### config.mk
export PLATFORM = sky130hd
export DESIGN_NAME = lsu
export DESIGN_NICKNAME = d
export VERILOG_FILES = /design/src/rtl/lsu.sv
export SDC_FILE = /design/constraint.sdc
export NUM_CORES = 1
export LEC_CHECK = 0
export CORE_ASPECT_RATIO = 1.25
export CORE_MARGIN = 2
export CORE_UTILIZATION = 48
export CTS_CLUSTER_DIAMETER = 40
export DETAILED_ROUTE_END_ITERATION = 12
export PLACE_DENSITY_LB_ADDON = 0.12
export SYNTH_ARGS = -nofsm -noshare
export SYNTH_HDL_FRONTEND = slang
export SYNTH_SLANG_ARGS = --single-unit
### constraint.sdc
create_clock -name clock -period 3.48 [get_ports clock]
set_input_delay 0.696 -clock clock [delete_from_list [all_inputs] [get_ports clock]]
set_output_delay 0.696 -clock clock [all_outputs]
set_load 0.02 [all_outputs]
### src/rtl/lsu.sv
// Memory-access stage: issues one data-bus transaction per load/store,
// forwards the execute result otherwise, and hands the result to write-back.
// Ports:
//   clock, reset          : rising-edge clock, synchronous active-high reset
//   E_valid_i / m_ready_o : handshake with the execute stage
//   is_load_i, is_store_i, funct3_i, res_i, wdata_i : executed instruction
//   req_*                 : bus request channel (valid/ready)
//   resp_*                : bus response channel (valid/ready)
//   m_valid_o / W_ready_i : handshake with write-back; res_o, err_o payload
module lsu #(
  parameter int XLEN = 32
) (
  input  logic            clock,
  input  logic            reset,
  input  logic            E_valid_i,
  output logic            m_ready_o,
  input  logic            is_load_i,
  input  logic            is_store_i,
  input  logic [2:0]      funct3_i,
  input  logic [XLEN-1:0] res_i,
  input  logic [XLEN-1:0] wdata_i,
  output logic            req_valid_o,
  input  logic            req_ready_i,
  output logic            req_we_o,
  output logic [XLEN-1:0] req_addr_o,
  output logic [XLEN-1:0] req_wdata_o,
  output logic [3:0]      req_wstrb_o,
  input  logic            resp_valid_i,
  input  logic [XLEN-1:0] resp_rdata_i,
  input  logic            resp_err_i,
  output logic            resp_ready_o,
  output logic            m_valid_o,
  input  logic            W_ready_i,
  output logic [XLEN-1:0] res_o,
  output logic            err_o
);

  typedef enum logic [1:0] {IDLE, REQ, RESP, DONE} state_e;

  state_e            state_q;
  logic              m_valid_q;
  logic              req_valid_q;
  logic              resp_ready_q;
  logic              we_q;
  logic              ld_q;
  logic [2:0]        f3_q;
  logic [3:0]        wstrb_q;
  logic [XLEN-1:0]   addr_q;
  logic [XLEN-1:0]   wdata_q;
  logic [XLEN-1:0]   res_q;
  logic              err_q;

  logic              accept;
  logic              mem_op;
  logic              misal;
  logic [3:0]        wstrb_d;
  logic [XLEN-1:0]   wdata_d;
  logic [XLEN-1:0]   sh;
  logic [XLEN-1:0]   ld_d;

  assign m_ready_o = (state_q == IDLE) |
                     ((state_q == DONE) & W_ready_i);
  assign accept    = E_valid_i & m_ready_o;
  assign mem_op    = is_load_i | is_store_i;

  always_comb begin
    misal = 1'b1;
    case (funct3_i[1:0])
      2'b00:   misal = 1'b0;
      2'b01:   misal = res_i[0];
      2'b10:   misal = |res_i[1:0];
      default: misal = 1'b1;
    endcase
  end

  // Strobes are zero for anything that is not a bus write.
  always_comb begin
    wstrb_d = 4'b0000;
    wdata_d = wdata_i;
    case (funct3_i[1:0])
      2'b00: begin
        wstrb_d = 4'b0001 << res_i[1:0];
        wdata_d = {4{wdata_i[7:0]}};
      end
      2'b01: begin
        wstrb_d = 4'b0011 << res_i[1:0];
        wdata_d = {2{wdata_i[15:0]}};
      end
      default: wstrb_d = 4'b1111;
    endcase
    if (!is_store_i || misal)
      wstrb_d = 4'b0000;
  end

  // Read data is word-lane aligned; shift the addressed byte down to bit 0.
  assign sh = resp_rdata_i >> {addr_q[1:0], 3'b000};

  always_comb begin
    ld_d = sh;
    case (f3_q)
      3'b000:  ld_d = {{(XLEN-8){sh[7]}}, sh[7:0]};
      3'b001:  ld_d = {{(XLEN-16){sh[15]}}, sh[15:0]};
      3'b100:  ld_d = {{(XLEN-8){1'b0}}, sh[7:0]};
      3'b101:  ld_d = {{(XLEN-16){1'b0}}, sh[15:0]};
      default: ld_d = sh;
    endcase
  end

  always_ff @(posedge clock) begin
    if (reset) begin
      state_q      <= IDLE;
      m_valid_q    <= 1'b0;
      req_valid_q  <= 1'b0;
      resp_ready_q <= 1'b0;
      we_q         <= 1'b0;
      ld_q         <= 1'b0;
      f3_q         <= 3'b000;
      wstrb_q      <= 4'b0000;
      addr_q       <= '0;
      wdata_q      <= '0;
      res_q        <= '0;
      err_q        <= 1'b0;
    end else begin
      case (state_q)
        IDLE, DONE: begin
          if (accept) begin
            ld_q    <= is_load_i;
            f3_q    <= funct3_i;
            addr_q  <= res_i;
            wdata_q <= wdata_d;
            wstrb_q <= wstrb_d;
            we_q    <= is_store_i & ~misal;
            if (!mem_op) begin
              state_q   <= DONE;
              m_valid_q <= 1'b1;
              res_q     <= res_i;
              err_q     <= 1'b0;
            end else if (misal) begin
              state_q   <= DONE;
              m_valid_q <= 1'b1;
              res_q     <= '0;
              err_q     <= 1'b1;
            end else begin
              state_q     <= REQ;
              m_valid_q   <= 1'b0;
              req_valid_q <= 1'b1;
              res_q       <= res_i;
              err_q       <= 1'b0;
            end
          end else if (state_q == DONE && W_ready_i) begin
            state_q   <= IDLE;
            m_valid_q <= 1'b0;
          end
        end
        REQ: begin
          if (req_ready_i) begin
            state_q      <= RESP;
            req_valid_q  <= 1'b0;
            resp_ready_q <= 1'b1;
          end
        end
        RESP: begin
          if (resp_valid_i) begin
            state_q      <= DONE;
            resp_ready_q <= 1'b0;
            m_valid_q    <= 1'b1;
            if (resp_err_i) begin
              res_q <= '0;
              err_q <= 1'b1;
            end else if (ld_q) begin
              res_q <= ld_d;
            end
          end
        end
        default: state_q <= IDLE;
      endcase
    end
  end

  assign req_valid_o  = req_valid_q;
  assign req_we_o     = we_q;
  assign req_addr_o   = addr_q;
  assign req_wdata_o  = wdata_q;
  assign req_wstrb_o  = wstrb_q;
  assign resp_ready_o = resp_ready_q;
  assign m_valid_o    = m_valid_q;
  assign res_o        = res_q;
  assign err_o        = err_q;

endmodule

==> run_results.csv <==
group,metric,value,unit
finish,layout_common_cells,"212 x clkdlybuf4s50_1, 146 x nand2_1, 111 x dfxtp_1",
hold_path,min_path_cells,2,
clocking,hold_buffers,0,
job,max_cap_violations,0,
yosys,syn_inst,666,
clocking,cts_tree,"built",
yosys,synth_area,5580,um^2
setup_path,cp-start-kind,"primary input",
setup_path,startpoint,"W_ready_i",
place,place_congestion,0.899,
finish,final_util,69.3,%
detailed_routing,ant_nets,0,
detailed_routing,drc_errors,0,
yosys,yosysWarnings,0,
setup_path,regToRegEndpoint,"req_wstrb_o[1]$_SDFFE_PP0P_",
grt,grt_pass1_vias,5486,
detailed_routing,firstDrtPassIters,6,
setup_path,rr_startpoint,"state_q[0]$_SDFFE_PP0P_",
timing,slew_viol_final,0,
hold_path,min-delay-start,"req_wstrb_o[2]$_SDFFE_PP0P_",
timing,finalSetupViolCount,0,
outcome,status,"completed",
floorplanning,rows,44,
clocking,clk_latency,0.34,ns
hold_path,hold_path_class,"register to register",
detailed_routing,vias,5715,
floorplanning,boundaryPins,214,
clocking,ctsResizeCount,0,
finish,n_antenna_cell,0,
setup_path,cp.arrival,2.16,ns
detailed_routing,via_per_inst,5.81,
floorplanning,die_area,12500,um^2
timing,max_freq,351,MHz
setup_path,worst-r2r-setup-slack,1.08,ns
timing,period_share,81.9,%
grt,antenna_found_initial,0,
setup_path,required,2.78,ns
yosys,ys_seq_area_share,39.8,%
finish,syn2layout_area_growth,42.9,%
finish,multi_input_area,2980,um^2
pwr,power_density,846,nW/um^2
yosys,synth_ff_type,"dfxtp_1",
floorplanning,coreArea,11500,um^2
clocking,cts_htree_levels,3,
place,port_buffers,213,
clocking,post_cts_buffers,0,
place,dp_hpwl,13100,um
floorplanning,dieHeight,125,um
grt,grt_max_degree,71,
timing,tightest_slew,0.722,ns
timing,fin_setup_tns,0,ns
finish,num-fill-cells,949,
hold_path,hold_path_end,"req_wstrb_o[2]$_SDFFE_PP0P_",
pwr,p_leak,0.00277,uW
yosys,synth_edf_count,0,
setup_path,r2r_cells,6,
yosys,ys_ff_latch,111,
yosys,avgSynthCellArea,8.38,um^2
grt,overflow,0,
clocking,cts_buffers,9,
timing,max-slew-margin-rel,51.8,%
detailed_routing,routed_wl,17700,um
clocking,cts_root_buffer,"clkbuf_16",
yosys,synthArstFlopShare,0,%
grt,grt_util_all_layers,27.8,%
clocking,path_clk_slew,0.07,ns
finish,layout.nets,953,
detailed_routing,wl_per_cell,18.0,um
timing,hold_viol,0,
pwr,fin_total_pwr,6750,uW
clocking,clkSinkCount,111,
floorplanning,die_w,100,um
timing,clock_skew,0.00797,ns
timing,post-route-min-period,2.85,ns
grt,grt_pass1_wl,27700,um
timing,rsz0062_at_grt,"false",
clocking,cts_buffer_depth,2,
finish,ff_latch_area,2220,um^2
setup_path,crit_path_end_kind,"output pin",
floorplanning,start_util,48.5,%
yosys,synth_nets,778,
finish,final_layout_size_suffix_gt1_share,8.27,%
pwr,vdd_drop_max,0.000529,V
yosys,synth_cell_type_count,51,
finish,final_common_cell,"clkdlybuf4s50_1",
detailed_routing,dr.first_iter.drc_count,234,
setup_path,crit_type,"primary input to output pin",
setup_path,path_max_fanout,3,
==> flip-flops by register name (all words and copies together), names as in the netlist <==
name	count
res_o	32
req_wdata_o	32
ld_q	1
m_valid_o	1
err_o	1
req_we_o	1
req_valid_o	1
state_q	2
req_wstrb_o	4
f3_q	3
resp_ready_o	1
req_addr_o	32
==> per-layer routing <==
metal	up-vias	GRT usage (%)	wire, um
met5	-	0	0
met4	0	11.4	632
met3	47	6.51	1280
met2	248	49.0	9070
met1	2703	31.7	6770
li1	2717	-	-
==> Yosys cell counts, types with 9 or more instances <==
| master | instances | share of area (%) |
|---|---|---|
| nor2_1 | 34 | 2.3 |
| inv_1 | 12 | 0.81 |
| o21ai_1 | 10 | 0.90 |
| a22oi_1 | 9 | 1.2 |
| a311oi_1 | 12 | 1.9 |
| a21oi_1 | 101 | 9.1 |
| dfxtp_1 | 111 | 40 |
| buf_2 | 20 | 1.8 |
| a311oi_2 | 22 | 5.9 |
| a211oi_1 | 10 | 1.3 |
| mux2i_1 | 33 | 5.9 |
| nand2_1 | 146 | 9.8 |
| clkbuf_1 | 32 | 2.2 |
| o21ai_0 | 17 | 1.5 |
==> per-stage QoR <==
step	setup slack (ns)	instance area, um^2	instances	hold WS (ns)
CTS	0.623	7980	984	0.456
global route	0.557	7980	984	0.478
floorplan	1.48	5580	666	0.431
finish	0.629	7980	984	0.450
detailed placement	0.627	7690	968	0.446
global placement	0.652	7690	968	0.438
==> layout make-up <==
cell class              count  area share, %
multi-input cells         477           37.3
repair buffers            228           28.4
flip-flops and latches    111           27.9
clock buffers              12           3.21
well taps                 138           2.16
inverters                  14          0.659
clock inverters             4          0.376
==> cells by family (layout without fill, tap and decap cells) <==
logic type / after synthesis / count (layout) / share of synthesized area, %
multiplexers: 34 / 34 / 6.32
AND/OR/NAND/NOR: 211 / 211 / 15.9
flip-flops: 111 / 111 / 39.8
adder cells (fa/ha/maj): 4 / 4 / 0.897
buffers and inverters: 78 / 258 / 7.04
XOR/XNOR: 2 / 2 / 0.314
AO/OA/AOI/OAI: 226 / 226 / 29.7
==> power by group <==
part / internal [uW] / total (uW) / switching (uW)
Clock: 526 / 989 / 463
Sequential: 1710 / 1970 / 263
Combinational: 1620 / 3790 / 2170
Total: 3860 / 6750 / 2890
==> worst max path at each step <==
stage	depth (start not counted)	to	slack, ns
2_1_floorplan	10	res_o[24]$_SDFFE_PP0P_	1.48
3_3_place_gp	4	m_ready_o	0.65
3_5_place_dp	4	m_ready_o	0.63
4_1_cts	4	m_ready_o	0.62
5_1_grt	4	m_ready_o	0.56
6_report	4	m_ready_o	0.63
==> worst max-delay path, cell delays in order <==
cell and delay, ns:
clkdlybuf4s50_1 0.44, a21oi_1 0.37, inv_2 0.09, clkdlybuf4s50_1 0.55
Power figures use the tool's default switching activity.
